==> src/rtl/piano_pkg.sv <==
// Shared types and constants for the piano note sequencer: FSM states,
// note codes, song-entry layout and the live-key priority helper.
package piano_pkg;

  localparam int NOTE_W  = 4;
  localparam int DUR_W   = 2;
  localparam int ENTRY_W = NOTE_W + DUR_W;

  typedef enum logic [1:0] {
    IDLE  = 2'd0,
    LOAD  = 2'd1,
    SOUND = 2'd2,
    DONE  = 2'd3
  } state_t;

  localparam logic [NOTE_W-1:0] NOTE_REST = 4'd0;
  localparam logic [NOTE_W-1:0] NOTE_C4   = 4'd1;
  localparam logic [NOTE_W-1:0] NOTE_D4   = 4'd2;
  localparam logic [NOTE_W-1:0] NOTE_E4   = 4'd3;
  localparam logic [NOTE_W-1:0] NOTE_F4   = 4'd4;
  localparam logic [NOTE_W-1:0] NOTE_G4   = 4'd5;
  localparam logic [NOTE_W-1:0] NOTE_A4   = 4'd6;
  localparam logic [NOTE_W-1:0] NOTE_B4   = 4'd7;
  localparam logic [NOTE_W-1:0] NOTE_C5   = 4'd8;

  typedef struct packed {
    logic [NOTE_W-1:0] note;
    logic [DUR_W-1:0]  dur;
  } entry_t;

  // Lowest pressed key wins; returns its note code, or rest if none pressed.
  function automatic logic [NOTE_W-1:0] lowest_key_note(input logic [7:0] keys);
    lowest_key_note = NOTE_REST;
    for (int i = 7; i >= 0; i--) begin
      if (keys[i]) lowest_key_note = NOTE_W'(i + 1);
    end
  endfunction

  function automatic logic is_pitch(input logic [NOTE_W-1:0] note);
    return (note >= NOTE_C4) && (note <= NOTE_C5);
  endfunction

endpackage

==> src/rtl/note_sequencer_if.sv <==
// Signal bundle between the note sequencer and its environment
// (tone clocks, beat, keys and transport controls in; speaker and status out).
interface note_sequencer_if #(parameter int ADDR_W = 4);
  logic [7:0]        NOTE_CLKS;
  logic              QUARTER_BEAT;
  logic [7:0]        KEYS;
  logic              START;
  logic              STOP;
  logic              SPEAKER;
  logic [3:0]        CUR_NOTE;
  logic [ADDR_W-1:0] SONG_IDX;
  logic              BUSY;
  logic              LIVE;
  logic              SONG_DONE;

  modport master (
    output NOTE_CLKS, QUARTER_BEAT, KEYS, START, STOP,
    input  SPEAKER, CUR_NOTE, SONG_IDX, BUSY, LIVE, SONG_DONE
  );

  modport slave (
    input  NOTE_CLKS, QUARTER_BEAT, KEYS, START, STOP,
    output SPEAKER, CUR_NOTE, SONG_IDX, BUSY, LIVE, SONG_DONE
  );
endinterface

==> src/rtl/song_rom.sv <==
// Built-in song table: one {note, dur} entry per index, dur+1 beats each.
// Indices at or beyond SONG_LEN read back as a one-beat rest.
module song_rom
  import piano_pkg::*;
#(
  parameter int SONG_LEN = 16,
  parameter int ADDR_W   = 4
) (
  input  logic [ADDR_W-1:0] addr,
  output entry_t            entry
);

  // NOTE: a constant table is pure decode logic, so there is nothing to reset.
  always_comb begin
    entry = '{note: NOTE_REST, dur: 2'd0};
    if (int'(addr) < SONG_LEN) begin
      case (int'(addr))
        0:  entry = '{note: NOTE_C4,   dur: 2'd1};
        1:  entry = '{note: NOTE_G4,   dur: 2'd0};
        2:  entry = '{note: NOTE_A4,   dur: 2'd3};
        3:  entry = '{note: NOTE_C5,   dur: 2'd0};
        4:  entry = '{note: NOTE_REST, dur: 2'd1};
        5:  entry = '{note: NOTE_E4,   dur: 2'd1};
        6:  entry = '{note: NOTE_D4,   dur: 2'd0};
        7:  entry = '{note: NOTE_F4,   dur: 2'd2};
        8:  entry = '{note: NOTE_B4,   dur: 2'd0};
        9:  entry = '{note: 4'd9,      dur: 2'd1};
        10: entry = '{note: NOTE_G4,   dur: 2'd1};
        11: entry = '{note: NOTE_E4,   dur: 2'd0};
        12: entry = '{note: NOTE_D4,   dur: 2'd1};
        13: entry = '{note: NOTE_C4,   dur: 2'd3};
        default: entry = '{note: NOTE_REST, dur: 2'd0};
      endcase
    end
  end

endmodule

==> src/rtl/note_sequencer.sv <==
// Song/live-play scheduler: walks the song table on beat ticks, lets live
// keys pre-empt (and freeze) the song, and routes the chosen tone to SPEAKER.
module note_sequencer
  import piano_pkg::*;
#(
  parameter int SONG_LEN = 16,
  parameter int ADDR_W   = 4
) (
  input  logic             CLK,
  input  logic             RESET,
  note_sequencer_if.slave  bus
);

  localparam logic [ADDR_W-1:0] LAST_IDX = ADDR_W'(SONG_LEN - 1);

  state_t            state, state_nxt;
  logic [ADDR_W-1:0] idx, idx_nxt;
  logic [NOTE_W-1:0] song_note, song_note_nxt;
  logic [NOTE_W-1:0] live_note, cur_note;
  logic [2:0]        beats_left, beats_nxt;
  logic              qb_d, start_d, live_r, speaker_r;
  logic              beat_tick, start_rise;
  entry_t            rom_entry;

  song_rom #(.SONG_LEN(SONG_LEN), .ADDR_W(ADDR_W)) u_rom (
    .addr  (idx),
    .entry (rom_entry)
  );

  assign beat_tick  = bus.QUARTER_BEAT ^ qb_d;
  assign start_rise = bus.START & ~start_d;

  // NOTE: sequential state uses non-blocking assignments so every register samples pre-edge values.
  always_ff @(posedge CLK or posedge RESET) begin
    if (RESET) begin
      state      <= IDLE;
      idx        <= '0;
      song_note  <= NOTE_REST;
      beats_left <= '0;
      qb_d       <= 1'b0;
      start_d    <= 1'b0;
      live_r     <= 1'b0;
      live_note  <= NOTE_REST;
      speaker_r  <= 1'b0;
    end else begin
      state      <= state_nxt;
      idx        <= idx_nxt;
      song_note  <= song_note_nxt;
      beats_left <= beats_nxt;
      qb_d       <= bus.QUARTER_BEAT;
      start_d    <= bus.START;
      live_r     <= |bus.KEYS;
      live_note  <= lowest_key_note(bus.KEYS);
      speaker_r  <= is_pitch(cur_note) ? bus.NOTE_CLKS[3'(cur_note - 4'd1)] : 1'b0;
    end
  end

  // NOTE: every comb output gets a default first, so no path can infer a latch.
  always_comb begin
    state_nxt     = state;
    idx_nxt       = idx;
    song_note_nxt = song_note;
    beats_nxt     = beats_left;
    case (state)
      IDLE: begin
        if (start_rise && !bus.STOP) begin
          state_nxt = LOAD;
          idx_nxt   = '0;
        end
      end
      LOAD: begin
        song_note_nxt = rom_entry.note;
        beats_nxt     = 3'(rom_entry.dur) + 3'd1;
        state_nxt     = SOUND;
      end
      SOUND: begin
        // Held keys freeze the song: ticks are simply not counted.
        if (beat_tick && !live_r) begin
          if (beats_left == 3'd1) begin
            beats_nxt = '0;
            if (idx == LAST_IDX) begin
              state_nxt = DONE;
            end else begin
              state_nxt = LOAD;
              idx_nxt   = idx + ADDR_W'(1);
            end
          end else begin
            beats_nxt = beats_left - 3'd1;
          end
        end
      end
      DONE: begin
        state_nxt = IDLE;
        idx_nxt   = '0;
      end
      default: state_nxt = IDLE;
    endcase
    // Abort overrides whatever the song would have done this cycle.
    if (bus.STOP && state != IDLE) begin
      state_nxt = IDLE;
      idx_nxt   = '0;
      beats_nxt = '0;
    end
  end

  always_comb begin
    cur_note = NOTE_REST;
    if (live_r)              cur_note = live_note;
    else if (state == SOUND) cur_note = song_note;
  end

  assign bus.CUR_NOTE  = cur_note;
  assign bus.SPEAKER   = speaker_r;
  assign bus.SONG_IDX  = idx;
  assign bus.BUSY      = (state != IDLE);
  assign bus.LIVE      = live_r;
  assign bus.SONG_DONE = (state == DONE) && !bus.STOP;

endmodule
==> src/flat_wrapper.sv <==
// flat-port wrapper written by rule: the top's interface ports become plain ports
module note_sequencer_flat import piano_pkg::*;
#(
  parameter int SONG_LEN = 16,
  parameter int ADDR_W   = 4
)
  (CLK, RESET, bus_NOTE_CLKS, bus_QUARTER_BEAT, bus_KEYS, bus_START, bus_STOP, bus_SPEAKER, bus_CUR_NOTE, bus_SONG_IDX, bus_BUSY, bus_LIVE, bus_SONG_DONE);
  note_sequencer_if #(.ADDR_W(ADDR_W)) bus_i ();
  input  logic CLK;
  input  logic RESET;
  input wire logic [$bits(bus_i.NOTE_CLKS)-1:0] bus_NOTE_CLKS;
  input wire logic [$bits(bus_i.QUARTER_BEAT)-1:0] bus_QUARTER_BEAT;
  input wire logic [$bits(bus_i.KEYS)-1:0] bus_KEYS;
  input wire logic [$bits(bus_i.START)-1:0] bus_START;
  input wire logic [$bits(bus_i.STOP)-1:0] bus_STOP;
  output wire logic [$bits(bus_i.SPEAKER)-1:0] bus_SPEAKER;
  output wire logic [$bits(bus_i.CUR_NOTE)-1:0] bus_CUR_NOTE;
  output wire logic [$bits(bus_i.SONG_IDX)-1:0] bus_SONG_IDX;
  output wire logic [$bits(bus_i.BUSY)-1:0] bus_BUSY;
  output wire logic [$bits(bus_i.LIVE)-1:0] bus_LIVE;
  output wire logic [$bits(bus_i.SONG_DONE)-1:0] bus_SONG_DONE;
  assign bus_i.NOTE_CLKS = bus_NOTE_CLKS;
  assign bus_i.QUARTER_BEAT = bus_QUARTER_BEAT;
  assign bus_i.KEYS = bus_KEYS;
  assign bus_i.START = bus_START;
  assign bus_i.STOP = bus_STOP;
  assign bus_SPEAKER = bus_i.SPEAKER;
  assign bus_CUR_NOTE = bus_i.CUR_NOTE;
  assign bus_SONG_IDX = bus_i.SONG_IDX;
  assign bus_BUSY = bus_i.BUSY;
  assign bus_LIVE = bus_i.LIVE;
  assign bus_SONG_DONE = bus_i.SONG_DONE;
  note_sequencer #(.SONG_LEN(SONG_LEN), .ADDR_W(ADDR_W)) u_core (.CLK(CLK), .RESET(RESET), .bus(bus_i));
endmodule
==> config.mk <==
export PLATFORM = sky130hd
export DESIGN_NAME = note_sequencer_flat
export DESIGN_NICKNAME = d
export VERILOG_FILES = /design/src/rtl/piano_pkg.sv /design/src/rtl/note_sequencer_if.sv /design/src/rtl/song_rom.sv /design/src/rtl/note_sequencer.sv /design/src/flat_wrapper.sv
export SDC_FILE = /design/constraint.sdc
export NUM_CORES = 1
export LEC_CHECK = 0
export ABC_CLOCK_PERIOD_IN_PS = 2620
export BUFFER_PORTS_ARGS = -buffer_cell sky130_fd_sc_hd__buf_4
export CAP_MARGIN = 40
export CORE_UTILIZATION = 30
export DETAILED_ROUTE_END_ITERATION = 12
export HOLD_SLACK_MARGIN = 0.03
export PLACE_DENSITY = 0.5
export SETUP_SLACK_MARGIN = 0.5
export SYNTH_ARGS = -nofsm -noshare
export SYNTH_HDL_FRONTEND = slang
export SYNTH_SLANG_ARGS = --single-unit
==> constraint.sdc <==
create_clock -name CLK -period 2.62 [get_ports CLK]
set_input_delay 0.524 -clock CLK [delete_from_list [all_inputs] [get_ports CLK]]
set_output_delay 0.524 -clock CLK [all_outputs]
set_load 0.02 [all_outputs]
Word-level counts from Yosys, hierarchy flattened
Memories as Yosys holds them, arrays and structs flattened.
Index checks and enable logic that the tools add are counted.
- memories kept: 1
- bits of input ports: 21
- register bits after elaboration: 21
- memory bits (read-only): 96
- memory list (name ; words ; bits a word ; read ports ; clocked after memory_dff ; write ports ; line ; text):
    (name not given) ; 16 ; 6 ; 1 ; 0 ; 0 ; song_rom.sv:17 ; case (int'(addr))
- equal/unequal tests: 9
- $add $sub $neg: 4
- reduce and logical (&&, ||, !) cells: 15
- bitwise logic cells: 3
- order comparisons: 3
- mux-type cells: 29
- operators by type and width (kind ; count):
    $mux W4 ; 15
    $pmux W4 S3 ; 1
    $mux W2 ; 5
    $mux W3 ; 3
    $ne A3 B1 Y1 const B ; 3
    $pmux W2 S4 ; 1
    $reduce_or A8 Y1 ; 1
    $pmux W3 S2 ; 1
    $sub A3 B1 Y3 const B ; 2
    $logic_and A1 B1 Y1 ; 5
    $reduce_and A5 Y1 ; 1
    $add A4 B1 Y4 const B ; 1
    $eq A2 B2 Y1 const B ; 2
    $eq A4 B4 Y1 const B ; 1
    $ge A4 B1 Y1 const B ; 1
    $le A4 B4 Y1 const B ; 1
    $lt A3 B4 Y1 const B ; 1
    $reduce_bool A4 Y1 ; 1
    $add A2 B1 Y3 const B ; 1
    $bmux W1 S3 ; 1
    $eq A3 B1 Y1 const B ; 1
    $ne A3 B3 Y1 const B ; 1
    $reduce_and A3 Y1 ; 1
    $reduce_bool A3 Y1 ; 1
    9 further kinds ; 11

Logic depth before layout (Yosys ltp)
- depth in word-level cells: 8
- gate-level depth with buffers: 9
- mapped depth without buffers: 9

Modules after synthesis
From an unflattened synthesis, not the netlist that was laid out.
- cells, all modules: 177
- area total of the unflattened synthesis: 1599.0 µm²
- modules (own cells, without submodules) (module ; area an instance (µm²) ; seq. area each (µm²) ; instances ; cells an instance):
    note_sequencer ; 1416.4 ; 525.5 ; 1 ; 151
    song_rom ; 182.7 ; 0.0 ; 1 ; 26

Worst setup path before layout
OpenSTA, ideal clock, no wires.
- path kind: register -> register
- start point: register u_core.state[0]
- end point: register u_core.speaker_r (netlist: u_core.bus.SPEAKER)
- data required time: 2.534 ns
- data arrival time: 2.031 ns
- setup slack: 0.503 ns
- cell stages (with the launch flop): 9
- setup time: 0.086 ns
- cells stage by stage: dfrtp_1 -> inv_1 -> ha_1 -> buf_2 -> nand3b_1 -> nand4_1 -> xnor2_1 -> mux4_2 -> nor3_1
- word-level cells in the longest chain between the ends: 7
- ends and longest elaborated chain (element ; line ; text):
    start, declared ; note_sequencer.sv:16 ; state_t state, state_nxt;
    start signal, assigned ; note_sequencer.sv:46 ; state <= state_nxt;
    $eq A2 B2 Y1 (*) ; note_sequencer.sv:109 ; else if (state == SOUND) cur_note = song_note;
    $mux W4 (*) ; note_sequencer.sv:109 ;
    $mux W4 (*) ; note_sequencer.sv:108 ; if (live_r) cur_note = live_note;
    $sub A3 B1 Y3 ; note_sequencer.sv:54 ; speaker_r <= is_pitch(cur_note) ? bus.NOTE_CLKS[3'(cur_note - 4'd1)] : 1'b0;
    $bmux W1 S3 ; note_sequencer.sv:54 ;
    $mux W1 (not written as such) ; note_sequencer.sv:54 ;
    $mux W1 (*) ; note_sequencer.sv:54 ;
    end signal, assigned ; note_sequencer.sv:54 ;
    end, declared ; note_sequencer.sv:21 ; logic qb_d, start_d, live_r, speaker_r;
Every way passes the cells marked *; elsewhere a longest branch is shown, timed or not. The select of a mux whose other input is x is not followed.
A chain may end at the register's enable or synchronous reset.

Worst setup path in the final report
- start point: register u_core.state[1]
- end point: register u_core.speaker_r (netlist: u_core.bus.SPEAKER)
Same word-level chain as after synthesis.

==> impl_metrics.csv <==
group,metric,value,unit
status,status,"finished clean",
floorplanning,die_y,73.4,microns
yosys,synth-seq-area-share,34.4,%
power,power.share.clock,14.3,%
sta,setup_viol,0,
sta,finalMaxSlewViolations,0,
worst_setup_path,reg2reg_depth,7,
job,cap_violations,0,
clock_tree,clk_latency,0.26,ns
placement,dp_hpwl,2.65,mm
worst_setup_path,worstPathMaxFanout,3,
power,power_frac_comb,55.0,%
floorplanning,rows,25,
floorplanning,die_area,5380,sq um
worst_setup_path,crit_chain,"buf_4, ha_1, nand3b_1, nand4_1, xnor2_1, mux4_2, nor3_2",
power,leakage,0.000890,uW
yosys,synth_area_leaders,"dfrtp_1 (34%), ha_1 (11%), nand2_1 (4.4%)",
sta,period_needed,2.08,ns
sta,relSlewSlack,46.6,%
clock_tree,htree_num_levels,1,
yosys,synth_cell_type_count,46,
worst_setup_path,crit_path_end,"u_core.bus.SPEAKER$_DFF_PP0_",
sta,fin_tns_setup,0,ns
yosys,syn_inst,169,
global_route,grt_remaining_overflow,0,
power,swShare,41.2,%
yosys,synth_seq_cells,21,
global_route,grt_pass1_vias,1270,
yosys,synth_ff_type,"dfrtp_1",
power,p_seq_share,30.6,%
worst_setup_path,reg2reg_setup_slack,0.54,ns
power,ir_worst_vdd,0.458,mV
worst_setup_path,r2r_start,"u_core.state[1]$_DFFE_PP0P_",
finish,num_antenna_cells,0,
clock_tree,cts-root-buf,"clkbuf_8",
yosys,yosys_warnings,0,
worst_setup_path,cpMaxStageDelayCell,"mux4_2",
sta,fmax,480,MHz
clock_tree,cts_sinks,21,
placement,io_buffer_count,32,
global_route,grtUsageTotal,13.4,%
yosys,synth.top_cell.area_share,34.4,%
detailed_routing,drc_errors,0,
placement,dpl_cell_area,1830,sq um
clock_tree,cts_buffers,3,
worst_setup_path,critPathMaxStageDelay,0.53,ns
floorplanning,start_util,31.7,%
sta,rsz0062_at_grt,"yes",
global_route,antenna_found_initial,0,
power,pwr_density_cell,758,nW/um^2
worst_setup_path,end_kind,"flop",
finish,nets,244,
yosys,async_flop_share,100,%
placement,gp_congestion,0.820,
sta,min_period_over_period,79.5,%
floorplanning,io_pins,33,
sta,worst-slew-pin-transition,0.800,ns
power,fin_total_pwr,1510,uW
yosys,synthAdderAreaFrac,10.6,%
finish,areaGrowthSynthToFinish,30.6,%
finish,most-common-layout-cells,"buf_4 (40), nand2_1 (18), dfrtp_1 (18)",
worst_setup_path,crit_path_start_kind,"flop",
clock_tree,clk_pin_slew,0.08,ns
yosys,syn_nets,203,
finish,drive_gt1_share,31.6,%
worst_setup_path,critical_path_required,2.81,ns
detailed_routing,routed_wl,3.50,mm
detailed_routing,vias_per_cell,4.89,
yosys,synth_compound_area_share,19.8,%
global_route,grt_pass1_wl,5.61,mm
sta,finClkSkew,0.00419,ns
yosys,avgSynthCellArea,9.04,sq um
worst_setup_path,path_class,"reg -> reg",
yosys,synthSimpleGateAreaFrac,21.7,%
worst_setup_path,cp_data_arrival_time,2.27,ns
yosys,synth_top_family_by_area,"simple AND/OR/NAND/NOR gates",
floorplanning,dieWidth,73.4,microns
finish,design_area,2000,sq um
detailed_routing,num_vias,1350,
global_route,grt_max_degree,22,
detailed_routing,dr.pass1.iters,4,
sta,hold_viol,0,
yosys,synthXorXnorAreaFrac,1.15,%
yosys,synth_top_area_cell,"dfrtp_1",
power,power.switching,624,uW
power,p_int,889,uW
yosys,synth_edf_count,0,
detailed_routing,post_drt_wl_per_cell,12.7,microns
yosys,synth_area,1530,sq um
floorplanning,core,4820,sq um
clock_tree,clock_path_buffers,2,
finish,mostFrequentLayoutCell,"buf_4",
yosys,synth.area.mux_share,6.88,%
min_path,min_path_type,"in -> reg",
detailed_routing,ant_nets,0,
worst_setup_path,rr_endpoint,"u_core.bus.SPEAKER$_DFF_PP0_",
detailed_routing,drt_iter0_drc,35,
clock_tree,cts_tree,"built",
worst_setup_path,critPathLaunch,"u_core.state[1]$_DFFE_PP0P_",
-- state kept, by name, summed over array words and instances, names as in the netlist --
signal / flops
u_core.bus.SONG_IDX: 4
u_core.live_note: 4
u_core.song_note: 4
u_core.beats_left: 3
u_core.state: 2
u_core.bus.LIVE: 1
u_core.bus.SPEAKER: 1
u_core.qb_d: 1
u_core.start_d: 1
-- worst max-delay path: cells and delay by family, from the launching register on --
family / cells / cell delay [ns]
mux: 1 / 0.53
simple gates: 3 / 0.44
flops: 1 / 0.43
xor+xnor: 1 / 0.25
fa+ha+maj: 1 / 0.22
buf+inv: 1 / 0.16
-- per-stage QoR --
step                std cells  setup WS [ns]  util, %  hold WS, ns
finish                    276          0.537     41.4        0.376
global route              276          0.438     41.4        0.359
CTS                       271          0.473     39.8        0.372
detailed placement        263          0.349     38.1        0.540
global placement          263          0.461     38.1        0.558
floorplan                 169          0.503        -        0.501
-- cell families after synthesis --
| logic type | after synthesis |
|---|---|
| DFF | 21 |
| and+or+nand+nor | 62 |
| AOI/OAI and AO/OA | 42 |
| xor gates and xnor gates | 2 |
| muxes | 9 |
| adders and majority gates | 13 |
| buffers and inverters | 20 |
-- cell type report --
class                   instances  area [sq um]
clock inverters                 1          5.00
multi-input cells             128           953
clock buffers                   3          41.3
flip-flops and latches         21           529
fillers                       509          2820
well taps                      67          83.8
inverters                      13          48.8
repair buffers                 43           334
-- worst min path at each step --
stage	start	end	cells after the start
final	bus_START	u_core.start_d$_DFF_PP0_	1
after global routing	bus_START	u_core.start_d$_DFF_PP0_	1
after CTS	bus_START	u_core.start_d$_DFF_PP0_	1
after detailed placement	u_core.song_note[2]$_DFFE_PP0N_	u_core.song_note[2]$_DFFE_PP0N_	2
after global placement	u_core.song_note[0]$_DFFE_PP0N_	u_core.song_note[0]$_DFFE_PP0N_	1
after floorplan	RESET	u_core.beats_left[0]$_DFFE_PP0P_	1
-- routing by layer --
layer,vias to the layer above,share of wire [%],global-route usage (%)
li1,676,-,-
met5,-,0,0
met1,650,45,17.0
met2,20,52,23.9
met3,4,2.3,2.06
met4,0,1.3,3.42
-- power groups by stage --
stage	Combinational, uW	Clock [uW]	Sequential, uW
final	833	217	463
after global routing	919	241	474
after CTS	774	224	459
after detailed placement	710	0	479
after global placement	693	0	476
after floorplan	518	0	469
-- what timing repair did --
item                       4_1_cts  5_1_grt
buffers inserted                 4        5
pin swaps                        1        7
hold buffers                     0        0
resized for setup                4        9
setup endpoints to repair        7        7
-- cells in the mapped netlist, drive strengths merged (4+ instances only) --
library cell	n
inv	13
nand3	8
buf	4
dfrtp	21
nand2	18
a21oi	10
ha	13
nor2	12
nor2b	4
mux2i	6
o21ai	12
(Power assumes the default switching activity.)
